<file path="src/rtl/seven_seg_pkg.sv">
// Shared definitions for the two-digit seven-segment interface: segment codes,
// bus width and the capture FSM state encoding.
package seven_seg_pkg;

  localparam int SEG_W = 7;

  localparam logic [SEG_W-1:0] SEG_0     = 7'h3F;
  localparam logic [SEG_W-1:0] SEG_1     = 7'h06;
  localparam logic [SEG_W-1:0] SEG_2     = 7'h5B;
  localparam logic [SEG_W-1:0] SEG_3     = 7'h4F;
  localparam logic [SEG_W-1:0] SEG_4     = 7'h66;
  localparam logic [SEG_W-1:0] SEG_5     = 7'h6D;
  localparam logic [SEG_W-1:0] SEG_6     = 7'h7D;
  localparam logic [SEG_W-1:0] SEG_7     = 7'h07;
  localparam logic [SEG_W-1:0] SEG_8     = 7'h7F;
  localparam logic [SEG_W-1:0] SEG_9     = 7'h6F;
  localparam logic [SEG_W-1:0] SEG_BLANK = 7'h00;

  typedef enum logic [0:0] {
    WAIT = 1'b0,
    PEND = 1'b1
  } cap_state_t;

endpackage

</file>
<file path="src/rtl/seven_seg_digit_decode.sv">
// Combinational decode of one active-high segment pattern to a BCD digit.
// Any pattern outside the ten digit codes reports legal=0 with digit 0.
module seven_seg_digit_decode
  import seven_seg_pkg::*;
(
  input  logic [SEG_W-1:0] seg,
  output logic [3:0]       digit,
  output logic             legal
);

  // Pattern lookup; the default arm flags illegal codes
  always_comb begin
    digit = 4'd0;
    legal = 1'b1;
    case (seg)
      SEG_0:   digit = 4'd0;
      SEG_1:   digit = 4'd1;
      SEG_2:   digit = 4'd2;
      SEG_3:   digit = 4'd3;
      SEG_4:   digit = 4'd4;
      SEG_5:   digit = 4'd5;
      SEG_6:   digit = 4'd6;
      SEG_7:   digit = 4'd7;
      SEG_8:   digit = 4'd8;
      SEG_9:   digit = 4'd9;
      default: begin
        digit = 4'd0;
        legal = 1'b0;
      end
    endcase
  end

endmodule

</file>
<file path="src/rtl/seven_seg_capture.sv">
// Debounced two-digit seven-segment receiver with a valid/ready output.
// Option: define SEVEN_SEG_CAPTURE_BLANK_EN to accept a blank tens digit as 0.
module seven_seg_capture
  import seven_seg_pkg::*;
#(
  parameter int STABLE_CYCLES = 4
) (
  input  logic             clk,
  input  logic             rst,
  input  logic [SEG_W-1:0] seg_a,
  input  logic [SEG_W-1:0] seg_b,
  input  logic             out_ready,
  output logic             out_valid,
  output logic [6:0]       out_value,
  output logic             out_err
);

  localparam logic [3:0] STABLE_CNT = 4'(STABLE_CYCLES);

  logic [2*SEG_W-1:0] sample_s;
  logic [2*SEG_W-1:0] last_sample_r;
  logic [2*SEG_W-1:0] last_emitted_r;
  logic [3:0]         cnt_r;
  logic               have_emitted_r;
  cap_state_t         state_r;

  logic [3:0] tens_digit_s;
  logic       tens_legal_s;
  logic [3:0] ones_digit_s;
  logic       ones_legal_s;
  logic [3:0] tens_val_s;
  logic       tens_ok_s;
  logic [6:0] value_s;
  logic       err_s;
  logic       stable_s;
  logic       fresh_s;

  assign sample_s = {seg_a, seg_b};
  assign stable_s = (cnt_r == STABLE_CNT);
  assign fresh_s  = !have_emitted_r || (last_sample_r != last_emitted_r);

  seven_seg_digit_decode u_dec_tens (
    .seg   (last_sample_r[2*SEG_W-1:SEG_W]),
    .digit (tens_digit_s),
    .legal (tens_legal_s)
  );

  seven_seg_digit_decode u_dec_ones (
    .seg   (last_sample_r[SEG_W-1:0]),
    .digit (ones_digit_s),
    .legal (ones_legal_s)
  );

  // Combine both digits into tens*10+ones; any illegal digit forces 0 with err
  always_comb begin
    tens_val_s = tens_digit_s;
    tens_ok_s  = tens_legal_s;
`ifdef SEVEN_SEG_CAPTURE_BLANK_EN
    if (last_sample_r[2*SEG_W-1:SEG_W] == SEG_BLANK) begin
      tens_val_s = 4'd0;
      tens_ok_s  = 1'b1;
    end else begin
      tens_val_s = tens_digit_s;
      tens_ok_s  = tens_legal_s;
    end
`endif
    if (tens_ok_s && ones_legal_s) begin
      err_s   = 1'b0;
      value_s = {tens_val_s, 3'b000} + {2'b00, tens_val_s, 1'b0} + {3'b000, ones_digit_s};
    end else begin
      err_s   = 1'b1;
      value_s = 7'd0;
    end
  end

  // Input sampler: restart the stability count on any change, saturate at the threshold
  always_ff @(posedge clk) begin
    if (rst) begin
      last_sample_r <= '0;
      cnt_r         <= 4'd0;
    end else if (sample_s != last_sample_r) begin
      last_sample_r <= sample_s;
      cnt_r         <= 4'd1;
    end else if (cnt_r < STABLE_CNT) begin
      cnt_r         <= cnt_r + 4'd1;
    end
  end

  // Output FSM: capture a stable, not-yet-emitted pattern and hold it until accepted
  always_ff @(posedge clk) begin
    if (rst) begin
      state_r        <= WAIT;
      out_valid      <= 1'b0;
      out_value      <= 7'd0;
      out_err        <= 1'b0;
      last_emitted_r <= '0;
      have_emitted_r <= 1'b0;
    end else begin
      case (state_r)
        WAIT: begin
          if (stable_s && fresh_s) begin
            out_value      <= value_s;
            out_err        <= err_s;
            out_valid      <= 1'b1;
            last_emitted_r <= last_sample_r;
            have_emitted_r <= 1'b1;
            state_r        <= PEND;
          end
        end
        PEND: begin
          if (out_ready) begin
            out_valid <= 1'b0;
            state_r   <= WAIT;
          end
        end
        default: begin
          out_valid <= 1'b0;
          state_r   <= WAIT;
        end
      endcase
    end
  end

endmodule

</file>
<file path="config.mk">
export PLATFORM = sky130hd
export DESIGN_NAME = seven_seg_capture
export DESIGN_NICKNAME = d
export VERILOG_FILES = /design/src/rtl/seven_seg_pkg.sv /design/src/rtl/seven_seg_digit_decode.sv /design/src/rtl/seven_seg_capture.sv
export SDC_FILE = /design/constraint.sdc
export NUM_CORES = 1
export LEC_CHECK = 0
export BUFFER_PORTS_ARGS = -buffer_cell sky130_fd_sc_hd__buf_2
export CAP_MARGIN = 0
export CORE_MARGIN = 2
export CORE_UTILIZATION = 58
export CTS_CLUSTER_DIAMETER = 120
export DETAILED_ROUTE_END_ITERATION = 10
export MAX_ROUTING_LAYER = met4
export PLACE_DENSITY = 0.84
export SYNTH_ARGS = -nofsm -noshare
export SYNTH_HDL_FRONTEND = slang
export SYNTH_HIERARCHICAL = 1
export SYNTH_SLANG_ARGS = --single-unit
</file>
<file path="constraint.sdc">
create_clock -name clk -period 3.48 [get_ports clk]
set_input_delay 1.044 -clock clk [delete_from_list [all_inputs] [get_ports clk]]
set_output_delay 1.044 -clock clk [all_outputs]
set_load 0.1 [all_outputs]
</file>
==> results.toml <==
[outcome]
status = "finished, final reports clean"

[clock_network]
clock_path_buffers = 2
hold_buffers = 0
post_cts_resized = 0
cts_root_buffer = "clkbuf_8"
clkTransAtPathRegs_ns = 0.09
cts_setup_buffers = 0
cts_tree = "done"
htree_num_levels = 2
cts_made_buffers = 5
cts_sinks = 43
worst_skew_pair.late_latency_ns = 0.29

[logic_synthesis]
synth_edf_count = 0
yosysTopAreaCellShare_pct = 35.4
synthesis.area_um2 = 2430
synthTopCellsByCount = "43 x dfxtp_1, 31 x xnor2_1, 24 x a21oi_1"
yosysMostFrequentCell = "dfxtp_1"
ys.flop_type = "dfxtp_1"
ys_top_cells_by_area = "dfxtp_1 35%, xnor2_1 11%, a21oi_1 4.9%"
ys_async_sr_fraction_pct = 0
synth-seq-area-share_pct = 35.4
ys_warn_count = 6
synth_cells = 274
synth_largest_area_cell = "dfxtp_1"
syn_nets = 302
avgSynthCellArea_um2 = 8.86
synth_cell_types = 46
ys_ff_latch = 43

[routing]
m1WireLength_um = 2290
highest_layer = "met4"
vias = 2038
post-route-drc-count = 0
wl_met2_um = 2560
vias_per_cell = 5.82
drt_first_iter_violations = 113
wire_per_inst_um = 15.2
drt-total-wl_um = 5320
route.met3.wl_um = 355
ant_nets = 0
first_pass_iters = 4

[job]
drv_cap = 0

[setup_path]
reg2reg_to = "out_value[6]"
start_kind = "register"
crit_path_end_kind = "register"
crit_required_ns = 3.70
r2r_slack_ns = 0.22
critPathMaxFanout = 10
worstSetupPathType = "register to register"
crit_path_start = "last_sample_r[8]"
rr_worst_depth = 12
endpoint = "out_value[6]"
rr_startpoint = "last_sample_r[8]"
worstPathArrival_ns = 3.48

[cells_and_area]
syn2layout_area_growth_pct = 10.8
finalNonFillerCells = 350
drive_gt1_share_pct = 18.0
fill_cells = 339
nets = 327
final_area_um2 = 2690
antennaDiodeCount = 0
seqCellArea_um2 = 861
multi_input_area_um2 = 1470

[placement]
hpwl_um = 3790
numPortBuffers = 25
place.gp.congestion = 0.950
place_inst = 342
postPlaceCellArea_um2 = 2600

[floorplan]
num_rows = 23
die_w_um = 68.7
start_util_pct = 60.3
core_um2 = 4030
die_y_um = 68.7
io_pins = 26
die_area_um2 = 4720

[sta]
fin_skew_ns = 0.00332
final_hold_viol_count = 0
worstMarginPinSlew_ns = 0.496
setup_viol = 0
holdWs_ns = 0.477
tns_ns = 0
rsz0062_at_grt = "no"
max_freq_mhz = 307
finalMaxSlewViolations = 0
fin_crit_sh_pct = 93.6
finalCriticalPeriod_ns = 3.26
max_slew_margin_pct = 66.9

[power_and_ir_drop]
p_int_w = 0.000684
p_seq_share_pct = 56.7
power.density_nw_per_um2 = 346
pwr-share-comb_pct = 8.2
switching_share_pct = 26.4
peakVddDrop_v = 0.000245
leakagePower_nw = 1.02
p_clk_share_pct = 35.2
switchingPower_w = 0.000246

[grt]
grt_pass1_vias = 1836
grt_use_total_pct = 25.8
grt_max_degree = 31
antenna_found_initial = 0
grt_first_pass_wirelength_um = 8730
grt_overflow = 0

[hold_path]
hp-class = "register to register"
## per-stage QoR
stage          total power (W)  utilization (%)  setup WS (ns)
6_report              0.000930             66.8          0.223
5_1_grt               0.000964             66.8         0.0414
4_1_cts               0.000940             66.8          0.273
3_5_place_dp          0.000613             64.5          0.298
3_3_place_gp          0.000611             64.5          0.391
2_1_floorplan         0.000583                -          0.526
## layout make-up
class	count	share of cell area, %
inverters	12	1.67
clock inverters	3	0.884
well taps	50	2.33
clock buffers	5	2.56
flip-flops and latches	43	32.0
repair buffers	29	5.77
multi-input cells	208	54.8
## flip-flops by register name, indices dropped and copies added (netlist names)
register / count
last_sample_r: 14
out_err: 1
state_r: 1
last_emitted_r: 14
out_value: 7
have_emitted_r: 1
cnt_r: 4
out_valid: 1
## power by group through the flow
stage,sequential [W],clock (W),combinational [W]
finish,0.000527,0.000327,0.0000760
global route,0.000530,0.000350,0.0000841
global placement,0.000537,0,0.0000741
CTS,0.000527,0.000337,0.0000759
floorplan,0.000531,0,0.0000517
detailed placement,0.000538,0,0.0000752
## worst min path at each step
stage | start | endpoint | cells past startpoint
5_1_grt | out_value[3] | out_value[3] | 2
4_1_cts | out_value[4] | out_value[4] | 2
3_3_place_gp | have_emitted_r | have_emitted_r | 2
2_1_floorplan | have_emitted_r | have_emitted_r | 2
3_5_place_dp | out_value[4] | out_value[4] | 2
6_report | out_value[4] | out_value[4] | 2
## critical path, stage by stage (launching register included)
cell	delay, ns
dfxtp_1	0.52
inv_1	0.10
or4_1	0.50
o22ai_1	0.23
inv_1	0.10
fa_1	0.52
inv_1	0.07
fa_1	0.45
a21o_1	0.19
a21oi_1	0.16
xnor2_1	0.14
nand4_1	0.10
o21ai_0	0.09
## layout by cell type, fill, tap and decap left out, types with 2 or more instances in the layout
master	netlist	layout
a21o_1	2	2
ha_1	9	9
nand2b_1	8	8
nor2_1	9	9
o2111ai_1	2	2
nor2b_1	19	19
nand4_1	8	8
fa_1	2	2
mux2i_1	5	5
inv_1	12	12
and4bb_2	2	2
a21oi_1	24	24
nand3_2	2	2
o211a_1	2	2
or3_2	2	2
buf_2	0	25
dfxtp_1	43	43
nand2_1	12	12
nand3_1	19	19
and3b_2	2	2
clkbuf_8	0	5
o22ai_1	2	2
o211ai_1	2	2
or4_1	2	2
buf_4	1	4
and3_2	2	2
o21bai_1	2	2
nand3b_1	2	2
o21ai_0	18	18
nor4b_2	2	2
xnor2_1	31	31
and4_1	2	2
a32oi_1	2	2
clkinvlp_4	0	2
nor3b_1	2	2
## metal layers
| metal | vias up | global-route usage (%) |
|---|---|---|
| met5 | - | - |
| met4 | 0 | 9.31 |
| met3 | 10 | 4.55 |
| met2 | 72 | 41.2 |
| met1 | 941 | 32.7 |
| li1 | 1015 | - |
## cells by family after synthesis
logic type	after synthesis	synth area share (%)
AOI/OAI and AO/OA	59	14.4
xor gates and xnor gates	32	11.5
adders and majority gates	11	6.29
buffers and inverters	23	4.07
DFF	43	35.4
muxes	5	2.06
and+or+nand+nor	101	26.2
No activity file was read; power rests on OpenSTA's default activity.
